$ cat config.mk
export PLATFORM = sky130hd
export DESIGN_NAME = dram_bank_responder
export DESIGN_NICKNAME = d
export VERILOG_FILES = /design/src/rtl/dram_bank_responder.sv
export SDC_FILE = /design/constraint.sdc
export NUM_CORES = 1
export LEC_CHECK = 0
export BUFFER_PORTS_ARGS = -buffer_cell sky130_fd_sc_hd__buf_2
export CORE_MARGIN = 4
export CORE_UTILIZATION = 40
export CTS_CLUSTER_SIZE = 12
export DETAILED_ROUTE_END_ITERATION = 6
export SKIP_CTS_REPAIR_TIMING = 1
export SLEW_MARGIN = 15
export SYNTH_ARGS = -nofsm -noshare
export SYNTH_HDL_FRONTEND = slang
export SYNTH_SLANG_ARGS = --single-unit
$ cat constraint.sdc
create_clock -name clk -period 8.35 [get_ports clk]
set_input_delay 0 -clock clk [delete_from_list [all_inputs] [get_ports clk]]
set_output_delay 0 -clock clk [all_outputs]
set_load 0.005 [all_outputs]
$ cat src/rtl/dram_bank_responder.sv
// DRAM bank responder: tracks per-bank row state and refresh, enforces tRCD/tRP/tRFC
// windows, and answers each command with a column strobe or an error pulse/code.
module dram_bank_responder #(
    parameter int NUMBER_OF_BANKS = 8,
    parameter int NUMBER_OF_ROWS  = 128,
    parameter int NUMBER_OF_COLS  = 8,
    parameter int T_RCD           = 2,
    parameter int T_RP            = 2,
    parameter int T_RFC           = 4
) (
    input  logic                               clk,
    input  logic                               rst_b,
    input  logic                               cmd_val,
    input  logic [1:0]                         cmd,
    input  logic [$clog2(NUMBER_OF_BANKS)-1:0] bank_id,
    input  logic [$clog2(NUMBER_OF_ROWS)-1:0]  row_id,
    input  logic [$clog2(NUMBER_OF_COLS)-1:0]  col_id,
    output logic [NUMBER_OF_BANKS-1:0]         bank_open,
    output logic                               busy,
    output logic                               col_strobe,
    output logic [$clog2(NUMBER_OF_BANKS)-1:0] col_bank,
    output logic [$clog2(NUMBER_OF_ROWS)-1:0]  col_row,
    output logic [$clog2(NUMBER_OF_COLS)-1:0]  col_col,
    output logic                               err,
    output logic [2:0]                         err_code,
    output logic [7:0]                         err_count
);
    localparam int NB   = NUMBER_OF_BANKS;
    localparam int BW   = $clog2(NUMBER_OF_BANKS);
    localparam int RW   = $clog2(NUMBER_OF_ROWS);
    localparam int TMAX = (T_RCD > T_RP) ? T_RCD : T_RP;
    localparam int TW   = $clog2(TMAX + 1);
    localparam int FW   = $clog2(T_RFC + 1);

    localparam logic [1:0] CMD_ACT = 2'b00;
    localparam logic [1:0] CMD_COL = 2'b01;
    localparam logic [1:0] CMD_REF = 2'b10;
    localparam logic [1:0] CMD_PRE = 2'b11;

    typedef enum logic [1:0] {
        ST_IDLE        = 2'd0,
        ST_ACTIVATING  = 2'd1,
        ST_ACTIVE      = 2'd2,
        ST_PRECHARGING = 2'd3
    } bank_state_t;

    bank_state_t    st_r   [NB];
    bank_state_t    st_s   [NB];
    logic [TW-1:0]  cnt_r  [NB];
    logic [TW-1:0]  cnt_s  [NB];
    logic [RW-1:0]  row_r  [NB];
    logic [RW-1:0]  row_s  [NB];
    logic           ref_busy_r, ref_busy_s;
    logic [FW-1:0]  ref_cnt_r, ref_cnt_s;
    logic [NB-1:0]  eff_idle_s, eff_active_s, open_s;
    logic           busy_s, strobe_s, err_s;
    logic [2:0]     code_s;

    // Bank timers tick every edge; at most one command then overrides its target bank.
    always_comb begin
        strobe_s   = 1'b0;
        err_s      = 1'b0;
        code_s     = 3'd0;
        ref_busy_s = ref_busy_r;
        ref_cnt_s  = ref_cnt_r;
        busy_s     = 1'b0;
        for (int i = 0; i < NB; i++) begin
            st_s[i]  = st_r[i];
            cnt_s[i] = cnt_r[i];
            row_s[i] = row_r[i];
            eff_idle_s[i]   = (st_r[i] == ST_IDLE) ||
                              (st_r[i] == ST_PRECHARGING && cnt_r[i] == TW'(0));
            eff_active_s[i] = (st_r[i] == ST_ACTIVE) ||
                              (st_r[i] == ST_ACTIVATING && cnt_r[i] == TW'(0));
            case (st_r[i])
                ST_ACTIVATING: begin
                    if (cnt_r[i] == TW'(0)) st_s[i] = ST_ACTIVE;
                    else                    cnt_s[i] = cnt_r[i] - TW'(1);
                end
                ST_PRECHARGING: begin
                    if (cnt_r[i] == TW'(0)) st_s[i] = ST_IDLE;
                    else                    cnt_s[i] = cnt_r[i] - TW'(1);
                end
                default: ;
            endcase
        end
        if (ref_busy_r) begin
            if (ref_cnt_r == FW'(0)) ref_busy_s = 1'b0;
            else                     ref_cnt_s  = ref_cnt_r - FW'(1);
        end else begin
            ref_cnt_s = ref_cnt_r;
        end

        if (!cmd_val) begin
            strobe_s = 1'b0;
        end else if (ref_busy_r && ref_cnt_r != FW'(0)) begin
            err_s  = 1'b1;
            code_s = 3'd6;
        end else begin
            case (cmd)
                CMD_ACT: begin
                    if (eff_idle_s[bank_id]) begin
                        st_s[bank_id]  = ST_ACTIVATING;
                        cnt_s[bank_id] = TW'(T_RCD - 1);
                        row_s[bank_id] = row_id;
                    end else begin
                        err_s  = 1'b1;
                        code_s = 3'd1;
                    end
                end
                CMD_COL: begin
                    if (!eff_active_s[bank_id]) begin
                        err_s  = 1'b1;
                        code_s = 3'd2;
                    end else if (row_id != row_r[bank_id]) begin
                        err_s  = 1'b1;
                        code_s = 3'd3;
                    end else begin
                        strobe_s = 1'b1;
                    end
                end
                CMD_REF: begin
                    if (&eff_idle_s) begin
                        ref_busy_s = 1'b1;
                        ref_cnt_s  = FW'(T_RFC - 1);
                    end else begin
                        err_s  = 1'b1;
                        code_s = 3'd5;
                    end
                end
                CMD_PRE: begin
                    if (eff_active_s[bank_id]) begin
                        st_s[bank_id]  = ST_PRECHARGING;
                        cnt_s[bank_id] = TW'(T_RP - 1);
                    end else if (!eff_idle_s[bank_id]) begin
                        err_s  = 1'b1;
                        code_s = 3'd4;
                    end else begin
                        err_s = 1'b0;
                    end
                end
                default: err_s = 1'b0;
            endcase
        end

        busy_s = ref_busy_s;
        for (int i = 0; i < NB; i++) begin
            open_s[i] = (st_s[i] == ST_ACTIVE);
            if (st_s[i] == ST_ACTIVATING || st_s[i] == ST_PRECHARGING) busy_s = 1'b1;
            else                                                       busy_s = busy_s;
        end
    end

    // State and registered outputs; error bookkeeping holds the last cause and saturates.
    always_ff @(posedge clk or posedge rst_b) begin
        if (rst_b) begin
            for (int i = 0; i < NB; i++) begin
                st_r[i]  <= ST_IDLE;
                cnt_r[i] <= TW'(0);
                row_r[i] <= RW'(0);
            end
            ref_busy_r <= 1'b0;
            ref_cnt_r  <= FW'(0);
            bank_open  <= {NB{1'b0}};
            busy       <= 1'b0;
            col_strobe <= 1'b0;
            col_bank   <= BW'(0);
            col_row    <= RW'(0);
            col_col    <= '0;
            err        <= 1'b0;
            err_code   <= 3'd0;
            err_count  <= 8'd0;
        end else begin
            for (int i = 0; i < NB; i++) begin
                st_r[i]  <= st_s[i];
                cnt_r[i] <= cnt_s[i];
                row_r[i] <= row_s[i];
            end
            ref_busy_r <= ref_busy_s;
            ref_cnt_r  <= ref_cnt_s;
            bank_open  <= open_s;
            busy       <= busy_s;
            col_strobe <= strobe_s;
            err        <= err_s;
            if (strobe_s) begin
                col_bank <= bank_id;
                col_row  <= row_id;
                col_col  <= col_id;
            end
            if (err_s) begin
                err_code <= code_s;
                if (err_count != 8'd255) err_count <= err_count + 8'd1;
            end
        end
    end
endmodule

==> metrics.cfg, run 1 <==
[run_status]
status = complete, but fails checks
violations = negative hold slack

[clocking]
cts_buffer_depth = 2
cts_sinks = 127
ctsHtreeMaxLevel = 4
cts-buffers-inserted = 17
clk_pin_slew_worst_paths_ns = 0.06
cts_tree = done
clock_latency_ns = 0.42
cts_root_buffer = clkbuf_16

[synth]
post_synth_fa_ha_maj_area_fraction_pct = 1.53
yosysSeqAreaShare_pct = 48.7
syn_inst = 572
synth.most_common_cell = dfrtp_1
synth_top_area_share_pct = 48.7
synthMuxAreaShare_pct = 18.7
synthTopCellsByArea = dfrtp_1, mux2_2, o21ai_0
synth-compound-area-share_pct = 11.9
avgSynthCellArea_um2 = 11.4
synth-simple-area-share_pct = 14.4
yosysWarnings = 0
syn-num-nets = 598
synth_edf_count = 0
netlist_top_cells_count = dfrtp_1, mux2_2, o21ai_0, nand2_1, a21oi_1
synth-xor-area-share_pct = 1.21
synth_flop_cell = dfrtp_1
async_flop_share_pct = 100
ys_types = 66
yosys.area.top_type = dfrtp_1
synth_top_family_by_area = multiplexers
ys_ff_latch = 127
syn-cell-area_um2 = 6520

[place]
dpl-instance-area_um2 = 6940
place_hpwl_mm = 10.1
place.gp.congestion = 0.848
placed_cells = 819
io_buffers = 52

[pwr]
combPwrFrac_pct = 23.4
power_density_nw_per_um2 = 276
max-vdd-ir-drop_mv = 0.150
power.share.clock_pct = 35.5
internal_power_mw = 1.49
seq_power_share_pct = 41.1
leakagePower_nw = 3.53
power_switching_uw = 612
swShare_pct = 29.1

[floorplanning]
ios = 53
num_rows = 46
core_area_um2 = 15900
dieArea_um2 = 18400
die_y_um = 136
start_util_pct = 40.9
dieWidth_um = 136

[global_routing]
grt_pass1_wl_mm = 25.0
grt_pass1_vias = 4732
antenna_found_initial = 1
grt.overflow.total = 0
grt_usage_pct = 17.5
grt_max_degree = 78

[worst_setup_path]
worstPathArrival_ns = 3.49
regToRegSetupSlack_ns = 5.17
path_buf_inv = 1
worstReg2RegStart = cnt_r[9]$_DFF_PP0_
crit_chain = nor4b_1 > nor3_1 > nor4_1 > nand2_1 > inv_1 > nand2_1 > nor3_4 > mux2_2
crit_family = simple AND/OR/NAND/NOR gates
cp-startpoint = cnt_r[9]$_DFF_PP0_
slowest_delay_ns = 0.69
critPathMaxFanout = 14
setup.worst_path.start_class = flop
worstPathRequired_ns = 8.65
worst_path_max_delay_cell = nor3_4
rr_worst_depth = 8
crit_top_cell = nand2_1
worstSetupPathType = reg -> reg
critPathCaptureType = flop
timing.rr.end = col_bank[1]$_DFFE_PP0P_

[sta]
post-route-min-period_ns = 3.18
fmax_ghz = 0.314
tightest_slew_ns = 1.05
hold_ws_ns = -0.0150
final-hold-violation-count = 14
setup_viol = 0
slew_headroom_pct = 29.8
slew_viol_final = 0
tns_ns = 0
finClkSkew_ns = 0.0163
period_share_pct = 38.1
rsz0062_at_grt = no

[detailed_routing]
met2_length_mm = 7.23
post_drt_wl_per_cell_um = 17.8
drtIter0Drc = 318
finalWirelength_mm = 15.3
highest_layer = met5
drc = 0
drtAntennaViolNets = 0
dr.pass1.iters = 5
drt-met1-wl_mm = 7.15
route.met3.wl_um = 658
viasPerCell = 5.47
via_count = 4695

[finish]
regArea_um2 = 3180
final_cell_area_um2 = 7620
final_cells = 858
antenna_cells = 0
multi_input_area_um2 = 3120
post-route-util_pct = 47.8
area_growth_pct = 16.7
fill_cells = 1472
drive_gt1_share_pct = 29.1
finalNetCount = 656

[job]
maxCapViolCount = 0

[hold_path]
hold_path.startpoint = row_id[3]
hold-path-endpoint = col_row[3]$_DFFE_PP0P_
worstHoldPathType = in -> reg
min_path_cells = 2

## kinds of logic after synthesis
kind of cell | Yosys count
flip-flops | 127
buffers and inverters | 46
AND/OR/NAND/NOR | 156
adder cells (fa/ha/maj) | 8
AO/OA/AOI/OAI | 126
multiplexers | 100
XOR/XNOR | 9
## sequential cells by signal (all words and copies together), names as in the netlist
signal and count:
ref_busy_r 1, row_r 56, err_count 8, ref_cnt_r 3, cnt_r 16, err 1
col_strobe 1, err_code 3, st_r 16, col_bank 3, col_row 7, col_col 3
busy 1, bank_open 8
## worst max path at each step
stage          slack [ns]                       to  depth (start not counted)
2_1_floorplan        4.97   bank_open[0]$_DFF_PP0_                          1
3_3_place_gp         4.88   col_row[6]$_DFFE_PP0P_                          8
3_5_place_dp         4.83  col_bank[1]$_DFFE_PP0P_                          8
4_1_cts              5.16   col_col[2]$_DFFE_PP0P_                          8
5_1_grt              4.86  col_bank[1]$_DFFE_PP0P_                          8
6_report             5.17  col_bank[1]$_DFFE_PP0P_                          8
## layout make-up
class	instances	share of cell area, %
flip-flops and latches	127	41.7
multi-input cells	399	41.0
clock buffers	18	5.63
repair buffers	64	4.86
well taps	216	3.55
clock inverters	13	2.17
inverters	21	1.07
## per-stage QoR
step | total power, mW | hold slack, ns | setup WS (ns)
detailed placement | 1.36 | 0.243 | 4.83
global placement | 1.34 | 0.231 | 4.88
floorplan | 1.21 | 0.124 | 4.97
global route | 2.23 | 0.00450 | 4.86
CTS | 2.12 | -0.203 | 5.16
finish | 2.10 | -0.0150 | 5.17
## power by group through the flow
stage	Combinational (mW)	Clock, mW	Sequential (mW)
floorplan	0.359	0	0.854
global placement	0.476	0	0.863
detailed placement	0.488	0	0.871
CTS	0.491	0.762	0.862
global route	0.549	0.794	0.883
finish	0.491	0.745	0.862
## worst reg2reg max path, cell delays in order, from the launching register on
cell and delay [ns]:
dfrtp_1 0.43, nor4b_1 0.42, nor3_1 0.10, nor4_1 0.38, nand2_1 0.37, inv_1 0.17, nand2_1 0.10, nor3_4 0.70
mux2_2 0.42
## per-layer routing
layer	up-vias	global-route usage (%)
li1	2215	-
met2	115	27.4
met4	2	6.16
met5	-	0
met1	2337	23.6
met3	26	4.42
## cell usage in the layout, fill, tap and decap left out, types with 4 or more instances in the layout
cell,count
dfrtp_1,127
mux2_2,65
buf_2,52
o21ai_0,47
nand2_1,35
a21oi_1,26
nor2b_1,22
inv_1,20
clkbuf_16,17
nor2_1,16
mux2_4,15
mux2i_1,13
nand2b_1,12
a31oi_1,11
nand3_1,10
nor3_1,8
nand4_1,8
a211oi_1,8
ha_1,8
dlygate4sd3_1,8
o22ai_1,7
nand4bb_1,6
xnor2_1,6
and2_1,5
or3_1,5
mux4_2,5
o21bai_1,5
clkinv_4,4
buf_4,4
Power figures use the tool's default switching activity.
==> run 2, diff against run 1 <==
--- a/config.mk
+++ b/config.mk
@@ -5,6 +5,7 @@
 export SDC_FILE = /design/constraint.sdc
 export NUM_CORES = 1
 export LEC_CHECK = 0
+export ABC_AREA = 1
 export BUFFER_PORTS_ARGS = -buffer_cell sky130_fd_sc_hd__buf_2
 export CORE_MARGIN = 4
 export CORE_UTILIZATION = 40
==> constraint.sdc (replaced) <==
create_clock -name clk -period 3 [get_ports clk]
set_input_delay 0 -clock clk [delete_from_list [all_inputs] [get_ports clk]]
set_output_delay 0 -clock clk [all_outputs]
set_load 0.005 [all_outputs]
==> metrics.cfg, run 2 <==
[worst_setup_path]
crit_top_cell = nor2_1
worst_path_max_delay_cell = dfrtp_1
critPathCaptureType = flop
regToRegSetupSlack_ns = 0.38
crit_chain = inv_1 > ha_1 > ha_1 > nor2_1 > nor2_1 > inv_2 > nor2_4 > inv_2 > nor2_4 > nand2_2 > o21ai_1 > o21ai_1 > nor2_1 > nand2_1 > nor2_1 > nand2_1
critPathMaxFanout = 9
worstReg2RegStart = ref_cnt_r[0]$_DFF_PP0_
timing.rr.end = busy$_DFF_PP0_
worstSetupPathType = reg -> reg
crit_family = simple AND/OR/NAND/NOR gates
worstPathArrival_ns = 2.91
slowest_delay_ns = 0.35
worstPathRequired_ns = 3.29
path_buf_inv = 3
rr_worst_depth = 16
setup.worst_path.start_class = flop

[finish]
finalNetCount = 989
post-route-util_pct = 47.8
fill_cells = 1678
drive_gt1_share_pct = 13.9
top_register = row_r
layout_common_cells = nand2_1, dfrtp_1, inv_1
largest_reg_flops = 56
area_growth_pct = 15.9
antenna_cells = 0
final_common_cell = nand2_1
top_regs = row_r (56), cnt_r (16), st_r (16)

[sta]
rsz0062_at_grt = no
final-hold-violation-count = 0
slew_headroom_pct = 35.2
period_share_pct = 87.2
tns_ns = 0
slew_viol_final = 0
fmax_ghz = 0.382
tightest_slew_ns = 0.970
finClkSkew_ns = 0.0101
post-route-min-period_ns = 2.62
setup_viol = 0

[synth]
yosysWarnings = 0
ys_types = 37
yosysSeqAreaShare_pct = 46.1
syn-cell-area_um2 = 6890
ys_ff_latch = 127
synthTopCellsByArea = dfrtp_1, nand2_1, inv_1
yosys.area.top_type = dfrtp_1
async_flop_share_pct = 100
synth_top_area_share_pct = 46.1
avgSynthCellArea_um2 = 7.64
syn_inst = 902
synth_flop_cell = dfrtp_1
syn-num-nets = 928
synth_edf_count = 0
synth.most_common_cell = nand2_1
netlist_top_cells_count = nand2_1, dfrtp_1, inv_1, nor2_1, o21ai_1

[global_routing]
grt_usage_pct = 17.7
met3_usage_pct = 3.91
antenna_found_initial = 0
grt_use_met1_pct = 24.1
grt_pass1_vias = 5499
grt_max_degree = 43
met2_usage_pct = 28.9
grt.overflow.total = 0
grt-busiest-layer = met2
grt_pass1_wl_mm = 28.0

[detailed_routing]
finalWirelength_mm = 16.6
post_drt_wl_per_cell_um = 13.9
via_count = 5778
drc = 0
drtIter0Drc = 374
drtAntennaViolNets = 0
viasPerCell = 4.84
dr.pass1.iters = 5

[pwr]
max-vdd-ir-drop_mv = 0.465
power_density_nw_per_um2 = 741
power.share.clock_pct = 36.5
power_switching_mw = 1.84
internal_power_mw = 4.08
leakagePower_nw = 4.33
swShare_pct = 31.1
seq_power_share_pct = 40.0
combPwrFrac_pct = 23.4

[place]
place_hpwl_mm = 11.7
io_buffers = 52
place.gp.congestion = 0.882

[hold_path]
hold-path-endpoint = row_r[55]$_DFFE_PP0P_
hold_path.startpoint = row_id[6]
min_path_cells = 3
worstHoldPathType = in -> reg

[clocking]
ctsHtreeMaxLevel = 4
cts-buffers-inserted = 17
cts_buffer_depth = 2
cts_tree = done
cts_root_buffer = clkbuf_16
clk_pin_slew_worst_paths_ns = 0.06
cts_sinks = 127
clock_latency_ns = 0.42

[job]
maxCapViolCount = 0

[floorplanning]
start_util_pct = 41.2
ios = 53
dieArea_um2 = 19400
die_y_um = 139
num_rows = 47
dieWidth_um = 139
core_area_um2 = 16700

[run_status]
status = finished clean

==> run 2: cell count changes in the layout (fill, tap and decap cells not counted), moves of 12 or more <==
cell and change:
a21oi_1 -15, inv_1 +93, mux2_2 -65, mux2_4 -15
mux2i_1 -13, nand2_1 +233, nand2_4 +14, nand2b_1 -12
nand3_1 +30, nor2_1 +78, nor2b_1 -22, o21ai_1 +62
==> run 2: worst reg2reg max path, stage by stage, from the launching register on <==
cell	delay, ns
dfrtp_1	0.35
inv_1	0.08
ha_1	0.17
ha_1	0.14
nor2_1	0.08
nor2_1	0.21
inv_2	0.13
nor2_4	0.26
inv_2	0.10
nor2_4	0.18
nand2_2	0.18
o21ai_1	0.13
o21ai_1	0.12
nor2_1	0.10
nand2_1	0.08
nor2_1	0.11
nand2_1	0.07
==> run 2: layout make-up <==
| class | instances | area (µm²) | area share [%] |
|---|---|---|---|
| Inverter | 120 | 467 | 5.84 |
| Clock buffer | 23 | 478 | 5.98 |
| Sequential cell | 127 | 3180 | 39.8 |
| Multi-Input combinational cell | 634 | 3080 | 38.5 |
| Tap cell | 220 | 275 | 3.45 |
| Timing Repair Buffer | 63 | 380 | 4.76 |
| Clock inverter | 6 | 133 | 1.66 |
==> run 2: power groups by stage <==
stage / clock network, mW / logic, mW / registers (mW)
6_report: 2.16 / 1.39 / 2.37
2_1_floorplan: 0 / 1.02 / 2.35
3_3_place_gp: 0 / 1.38 / 2.38
4_1_cts: 2.21 / 1.40 / 2.37
5_1_grt: 2.29 / 1.61 / 2.43
3_5_place_dp: 0 / 1.40 / 2.39
==> run 2: logic make-up after synthesis <==
kind of cell	Yosys count	synth area share, %
AOI/OAI and AO/OA	152	12.0
xor gates and xnor gates	8	1.02
adders and majority gates	8	1.45
buffers and inverters	141	9.23
DFF	127	46.1
and+or+nand+nor	466	30.1
==> run 2: layer usage <==
metal	vias up	wire [µm]	share of wire (%)
met3	14	575	3.5
met2	109	7890	47
met1	2679	7970	48
li1	2976	-	-
met5	-	0	0
met4	0	179	1.1
==> run 2: worst max-delay path by stage <==
| stage | startpoint | end | slack [ns] | cells after the start |
|---|---|---|---|---|
| floorplan | ref_cnt_r[0]$_DFF_PP0_ | busy$_DFF_PP0_ | 0.88 | 16 |
| global placement | ref_cnt_r[0]$_DFF_PP0_ | busy$_DFF_PP0_ | 0.53 | 16 |
| detailed placement | ref_cnt_r[0]$_DFF_PP0_ | busy$_DFF_PP0_ | 0.41 | 16 |
| CTS | ref_cnt_r[0]$_DFF_PP0_ | busy$_DFF_PP0_ | 0.37 | 16 |
| global route | ref_cnt_r[0]$_DFF_PP0_ | bank_open[6]$_DFF_PP0_ | 0.11 | 16 |
| finish | ref_cnt_r[0]$_DFF_PP0_ | busy$_DFF_PP0_ | 0.38 | 16 |
==> run 2: per-stage QoR <==
stage / setup WS [ns] / cell area, µm² / std cells / hold slack [ns] / power, mW
2_1_floorplan: 0.876 / 6890 / 902 / 0.110 / 3.37
3_3_place_gp: 0.528 / 7330 / 1159 / 0.196 / 3.77
3_5_place_dp: 0.413 / 7330 / 1159 / 0.210 / 3.78
4_1_cts: 0.373 / 7940 / 1188 / -0.232 / 5.98
5_1_grt: 0.110 / 7990 / 1193 / 0.0321 / 6.32
6_report: 0.383 / 7990 / 1193 / 0.0265 / 5.92
